File: src/rtl/lasd_pkg.sv
// Shared types and constants for the board stopwatch: FSM state encoding and BCD digit limits.
package lasd_pkg;

  typedef enum logic [1:0] {
    SW_IDLE  = 2'd0,
    SW_RUN   = 2'd1,
    SW_PAUSE = 2'd2
  } sw_state_t;

  localparam int BCD_W = 4;
  localparam logic [BCD_W-1:0] CS_MAX       = 4'd9;
  localparam logic [BCD_W-1:0] SEC_TENS_MAX = 4'd5;

endpackage

File: src/rtl/stopwatch_ctrl_if.sv
// Stopwatch control bundle: raw button levels in, BCD display / status out, plus FSM state for debug.
interface stopwatch_ctrl_if;
  import lasd_pkg::*;

  // No valid/ready pairing here: buttons are free-running levels sampled every clock,
  // and every output is valid on every cycle once reset has been released.
  logic                 start_stop;
  logic                 clear;
  logic                 lap;
  logic [4*BCD_W-1:0]   bcd_out;
  logic                 running;
  logic                 wrap;
  sw_state_t            state;

  modport master (output start_stop, clear, lap,
                  input  bcd_out, running, wrap, state);
  modport slave  (input  start_stop, clear, lap,
                  output bcd_out, running, wrap, state);

endinterface

File: src/rtl/bcd_digit.sv
// One BCD counter digit that rolls over at MAX and reports a carry on the rollover increment.
module bcd_digit
  import lasd_pkg::*;
#(
  parameter logic [BCD_W-1:0] MAX = CS_MAX
) (
  input  logic             clock,
  input  logic             rst,
  input  logic             clr,
  input  logic             inc,
  output logic [BCD_W-1:0] q,
  output logic             carry
);

  assign carry = inc & (q == MAX);

  always_ff @(posedge clock or posedge rst) begin
    if (rst) begin
      q <= '0;
    end else if (clr) begin
      q <= '0;
    end else if (inc) begin
      q <= (q == MAX) ? '0 : q + 1'b1;
    end
  end

endmodule

File: src/rtl/stopwatch_ctrl.sv
// Stopwatch sequencer: IDLE/RUN/PAUSE FSM gating a prescaler that drives an SS.cc BCD chain.
// Optional lap-hold display freeze is built when LAP_HOLD_EN is defined.
module stopwatch_ctrl
  import lasd_pkg::*;
#(
  parameter int TICK_DIV = 500_000
) (
  input  logic              clock,
  input  logic              rst,
  stopwatch_ctrl_if.slave   sw
);

  localparam int PW = $clog2(TICK_DIV);
  localparam logic [PW-1:0] PRE_LAST = PW'(TICK_DIV - 1);

`ifdef LAP_HOLD_EN
  localparam int NBTN = 3;
`else
  localparam int NBTN = 2;
`endif

  logic [NBTN-1:0] btn_raw;
  logic [NBTN-1:0] btn_edge;

`ifdef LAP_HOLD_EN
  assign btn_raw = {sw.lap, sw.clear, sw.start_stop};
`else
  logic unused_lap;
  assign unused_lap = sw.lap;
  assign btn_raw    = {sw.clear, sw.start_stop};
`endif

  for (genvar i = 0; i < NBTN; i++) begin : g_btn
    logic s1, s2, prev;
    always_ff @(posedge clock or posedge rst) begin
      if (rst) begin
        s1   <= 1'b0;
        s2   <= 1'b0;
        prev <= 1'b0;
      end else begin
        s1   <= btn_raw[i];
        s2   <= s1;
        prev <= s2;
      end
    end
    assign btn_edge[i] = s2 & ~prev;
  end

  logic start_e, clear_e;
  assign start_e = btn_edge[0];
  assign clear_e = btn_edge[1];

  sw_state_t state, state_next;
  logic      running_q;
  logic      count_en;
  logic      cnt_clr;

  // running is derived from the same next-state value so it never lags the state register.
  always_ff @(posedge clock or posedge rst) begin
    if (rst) begin
      state     <= SW_IDLE;
      running_q <= 1'b0;
    end else begin
      state     <= state_next;
      running_q <= (state_next == SW_RUN);
    end
  end

  always_comb begin
    state_next = state;
    case (state)
      SW_IDLE:  if (start_e) state_next = SW_RUN;
      SW_RUN:   if (start_e) state_next = SW_PAUSE;
      SW_PAUSE: begin
        if (clear_e)      state_next = SW_IDLE;
        else if (start_e) state_next = SW_RUN;
      end
      default:  state_next = SW_IDLE;
    endcase
  end

  always_comb begin
    count_en = (state == SW_RUN);
    cnt_clr  = (state == SW_PAUSE) & clear_e;
  end

  logic [PW-1:0] presc;
  logic          tick;

  // The prescaler only moves in RUN, so a pause keeps the partial tick for the resume.
  always_ff @(posedge clock or posedge rst) begin
    if (rst) begin
      presc <= '0;
    end else if (cnt_clr) begin
      presc <= '0;
    end else if (count_en) begin
      presc <= (presc == PRE_LAST) ? '0 : presc + 1'b1;
    end
  end

  assign tick = count_en & (presc == PRE_LAST);

  logic [BCD_W-1:0] digit [4];
  logic [4:0]       cy;
  logic [15:0]      live;
  logic             wrap_q;

  assign cy[0] = tick;

  for (genvar i = 0; i < 4; i++) begin : g_digit
    bcd_digit #(.MAX((i == 3) ? SEC_TENS_MAX : CS_MAX)) u_digit (
      .clock (clock),
      .rst   (rst),
      .clr   (cnt_clr),
      .inc   (cy[i]),
      .q     (digit[i]),
      .carry (cy[i+1])
    );
  end

  assign live = {digit[3], digit[2], digit[1], digit[0]};

  always_ff @(posedge clock or posedge rst) begin
    if (rst) wrap_q <= 1'b0;
    else     wrap_q <= cy[4];
  end

`ifdef LAP_HOLD_EN
  logic        frozen;
  logic [15:0] snap;

  always_ff @(posedge clock or posedge rst) begin
    if (rst) begin
      frozen <= 1'b0;
      snap   <= '0;
    end else if (state_next == SW_IDLE) begin
      frozen <= 1'b0;
    end else if (count_en & btn_edge[2]) begin
      frozen <= ~frozen;
      snap   <= live;
    end
  end

  assign sw.bcd_out = frozen ? snap : live;
`else
  assign sw.bcd_out = live;
`endif

  assign sw.running = running_q;
  assign sw.wrap    = wrap_q;
  assign sw.state   = state;

endmodule
File: src/flat_wrapper.sv
// flat-port wrapper written by rule: the top's interface ports become plain ports
module stopwatch_ctrl_flat import lasd_pkg::*;
#(
  parameter int TICK_DIV = 500_000
)
  (clock, rst, sw_start_stop, sw_clear, sw_lap, sw_bcd_out, sw_running, sw_wrap, sw_state);
  stopwatch_ctrl_if sw_i ();
  input  logic clock;
  input  logic rst;
  input wire logic [$bits(sw_i.start_stop)-1:0] sw_start_stop;
  input wire logic [$bits(sw_i.clear)-1:0] sw_clear;
  input wire logic [$bits(sw_i.lap)-1:0] sw_lap;
  output wire logic [$bits(sw_i.bcd_out)-1:0] sw_bcd_out;
  output wire logic [$bits(sw_i.running)-1:0] sw_running;
  output wire logic [$bits(sw_i.wrap)-1:0] sw_wrap;
  output wire logic [$bits(sw_i.state)-1:0] sw_state;
  assign sw_i.start_stop = sw_start_stop;
  assign sw_i.clear = sw_clear;
  assign sw_i.lap = sw_lap;
  assign sw_bcd_out = sw_i.bcd_out;
  assign sw_running = sw_i.running;
  assign sw_wrap = sw_i.wrap;
  assign sw_state = sw_i.state;
  stopwatch_ctrl #(.TICK_DIV(TICK_DIV)) u_core (.clock(clock), .rst(rst), .sw(sw_i));
endmodule
File: config.mk
export PLATFORM = sky130hd
export DESIGN_NAME = stopwatch_ctrl_flat
export DESIGN_NICKNAME = d
export VERILOG_FILES = /design/src/rtl/lasd_pkg.sv /design/src/rtl/stopwatch_ctrl_if.sv /design/src/rtl/bcd_digit.sv /design/src/rtl/stopwatch_ctrl.sv /design/src/flat_wrapper.sv
export SDC_FILE = /design/constraint.sdc
export NUM_CORES = 1
export LEC_CHECK = 0
export CAP_MARGIN = 20
export CORE_MARGIN = 5
export CORE_UTILIZATION = 51
export CTS_CLUSTER_SIZE = 14
export DETAILED_ROUTE_END_ITERATION = 8
export PLACE_DENSITY_LB_ADDON = 0.08
export SYNTH_ARGS = -nofsm -noshare
export SYNTH_HDL_FRONTEND = slang
export SYNTH_SLANG_ARGS = --single-unit
File: constraint.sdc
create_clock -name clock -period 2.3 [get_ports clock]
set_input_delay 0.23 -clock clock [delete_from_list [all_inputs] [get_ports clock]]
set_output_delay 0.23 -clock clock [all_outputs]
set_load 0.01 [all_outputs]
==> impl_results.md <==
- Status: completed
- Number of top-level pins: 25
- Clock latency on the worst-skew pair: 0.30 ns
- Critical path capture point type: flip-flop
- Worst hold slack: 0.351 ns
- Clock sink total: 45
- Port Buf Inserts: 23
- Final TNS setup: 0 ns
- Total routing usage reported by global routing: 17.9%
- Core footprint: 4630 um^2
- Share of the cycle needed by the critical path after routing: 95.5%
- Max Buffers Root-to-Sink: 2
- Setup violators final: 0
- Required time at the endpoint of the critical path: 2.54 ns
- Largest net degree at the start of global routing: 46
- Share of synthesized flip-flops with an asynchronous set or reset: 100%
- Minimum clock period: 2.20 ns
- Detailed placer's ending HPWL: 3.39 mm
- VDD IR max: 0.527 mV
- Die outline height: 78.6 um
- TritonCTS clock tree: done
- Fraction of power consumed by sequential logic: 45.0%
- Buffer cell driving the clock tree root: clkbuf_8
- Via count of the first global-routing pass: 1847
- Total gr overflow: 0
- # H-tree levels: 2
- Mapped cell area: 2400 um^2
- Initial antenna violation count: 0
- Psw: 561 uW
- Final hold viol count: 0
- P&R area growth vs syn: 21.6%
- Synthesized area per cell: 9.68 um^2
- Clock power share: 36.5%
- Slew Limit Headroom: 62.0%
- Std cell rows: 25
- Share of layout cells above drive strength 1: 13.0%
- Cts bufs inserted: 5
- Routed wire length: 5.01 mm
- Global placement routability congestion: 0.830
- Maximum fanout along the worst path: 8
- Number of max-slew violations in the final report: 0
- Final-layout fill cell count: 408
- Die Wd: 78.6 um
- Final ANT Viol Nets: 0
- Average vias per placed instance: 5.85
- Global-route wire length before repair: 8.71 mm
- Int Pwr: 1440 uW
- Achievable clock frequency: 455 MHz
- Number of DRC violations after detailed-routing iteration 0: 93
- Post-detailed-route wirelength per cell: 14.8 um
- CTS Hold Buffers Added: 0
- Number of nets in the layout: 297
- Worst Path Class, Setup: reg -> reg
- Fraction of the yosys area taken by sequential cells: 46.9%
- Actual slew at the worst max-slew pin: 0.570 ns
- Number of synthesized flops with an enable pin: 0
- Dominant synthesized flop cell: dfrtp_1
- Max_cap viols: 0
- Cell type with the highest aggregate area in the netlist: dfrtp_1
- Min-Delay Path Class: in -> async
- Post-synthesis register bit count: 45
- Switching share of power: 28.0%
- Area contributors post-synth: dfrtp_1 47%, a21oi_1 4.8%, ha_1 4.7%
- Post-synthesis cell count: 248
- Power density relative to cell area: 687 nW/um^2
- Worst clock skew on the final layout: 0.00328 ns
- Unrepaired setup endpoints after global routing: false
- Initial core utilization: 51.8%
- Combinational fraction of design power: 18.5%
- Syn. warnings: 0
- Remaining routing DRC violations: 0
- Clock-pin slew on the worst setup and hold paths: 0.09 ns
- Number of vias in the routed layout: 1977
- Net Count, Synth: 262
- Data arrival time of the critical path: 2.43 ns
- Post-synth top area share: 46.9%
- Area of the die: 6180 um^2
- Reported leakage power: 0.00129 uW
- Antenna diode instance count: 0
- Startpoint Class: flip-flop
- Worst r2r path cells: 5
- Iteration count of the initial detailed-routing pass: 4
- Cell variety after synth: 45
==> per-layer routing <==
metal	up-vias	routed length (um)	global-route usage, %
met3	7	155	3.56
met2	28	2510	31.2
met5	-	0	0
met4	0	78	6.99
met1	967	2270	21.6
li1	975	-	-
==> kinds of logic (layout without fill, tap and decap cells) <==
group	Yosys count	after routing	synth area share, %
buf+inv	19	55	3.08
xor+xnor	3	3	1.10
fa+ha+maj	9	9	4.69
simple gates	112	112	27.6
compound gates	53	53	13.7
mux	7	7	2.97
flops	45	45	46.9
==> layout make-up <==
class	count	area (um^2)	area share, %
Tap cell	54	67.6	2.31
Timing Repair Buffer	39	350	12.0
Sequential cell	45	1130	38.6
Clock inverter	3	68.8	2.36
Inverter	8	30.0	1.03
Multi-Input combinational cell	184	1210	41.4
Clock buffer	5	68.8	2.36
==> worst paths after layout <==
kind	startpoint	endpoint	slack [ns]
worst max-delay path	u_core.presc[11]	u_core.g_digit[3].u_digit.q[2]	0.10
worst min-delay path	rst	u_core.g_digit[3].u_digit.q[2]	0.35
worst max register to register	u_core.presc[11]	u_core.g_digit[3].u_digit.q[2]	0.10
worst min register to register	u_core.g_btn[0].s1	u_core.g_btn[0].s2	0.35
max in group asynchronous	rst	u_core.g_digit[2].u_digit.q[1]	1.54
min in group clock	u_core.g_btn[0].s1	u_core.g_btn[0].s2	0.35
==> cells in the final DEF (no fill, tap or decap), types with 3 or more instances in the layout <==
master and n:
and4_1 6, a211oi_1 3, nor2b_1 3, nand4_1 8, nor4bb_1 5, and3_1 6
nor2_1 17, a22o_1 3, clkdlybuf4s50_1 23, nand3b_1 3, mux2i_1 6, nand2_1 26
and2_1 3, dfrtp_1 45, a21oi_1 22, inv_1 7, o21ai_0 7, clkbuf_8 5
ha_1 9, a21o_1 6, buf_4 16, nor3_1 5, nand3_1 13
==> through the flow <==
step	util, %	power, uW	instance area, um^2	instances	setup WS [ns]
4_1_cts	62.4	2030	2890	335	0.0582
3_3_place_gp	59.4	1290	2750	327	0.129
5_1_grt	63.1	2120	2920	338	0.00266
6_report	63.1	2010	2920	338	0.103
2_1_floorplan	-	1160	2400	248	0.132
3_5_place_dp	59.4	1290	2750	327	0.0830
==> Yosys cell counts (2+ instances only) <==
library cell  instances
dfrtp_1              45
and2_1                3
nand3b_1              3
or3_2                 2
and4_1                6
mux2i_1               6
nor4bb_1              5
nand4_1               8
nor3_1                5
a311oi_1              2
buf_2                 2
nand2b_1              2
ha_1                  9
o21ai_0               7
a41oi_1               2
a31oi_1               2
nand2_1              26
a21oi_1              23
a22o_1                3
inv_1                 8
nor2b_1               3
and3_1                6
or3_1                 2
nor2_1               17
or3b_2                2
xor2_1                2
a211oi_1              3
o22ai_1               2
nand3_1              13
a21o_1                6
clkbuf_1              9
==> critical path, cell delays in order (launching register included) <==
cell and delay [ns]:
dfrtp_1 0.39, or4_4 0.57, nor4_4 0.36, nand4_4 0.18, or3b_2 0.47, a21oi_1 0.15
==> power by group through the flow <==
stage               Combinational, uW  Sequential, uW  Clock [uW]
floorplan                         247             914           0
global placement                  370             918           0
detailed placement                374             919           0
CTS                               375             903         751
global route                      421             916         786
finish                            370             903         733
==> state kept, by name, summed over array words and instances (netlist names) <==
signal	cells
u_core.g_digit.u_digit.q	16
u_core.presc	19
u_core.sw.wrap	1
u_core.g_btn.s1	2
u_core.sw.state	2
u_core.sw.running	1
u_core.g_btn.prev	2
u_core.g_btn.s2	2
==> repair_timing <==
item,CTS,global route
gates resized for setup,0,2
buffers inserted,0,3
endpoints found under the setup margin,0,1
Power figures use the tool's default switching activity.
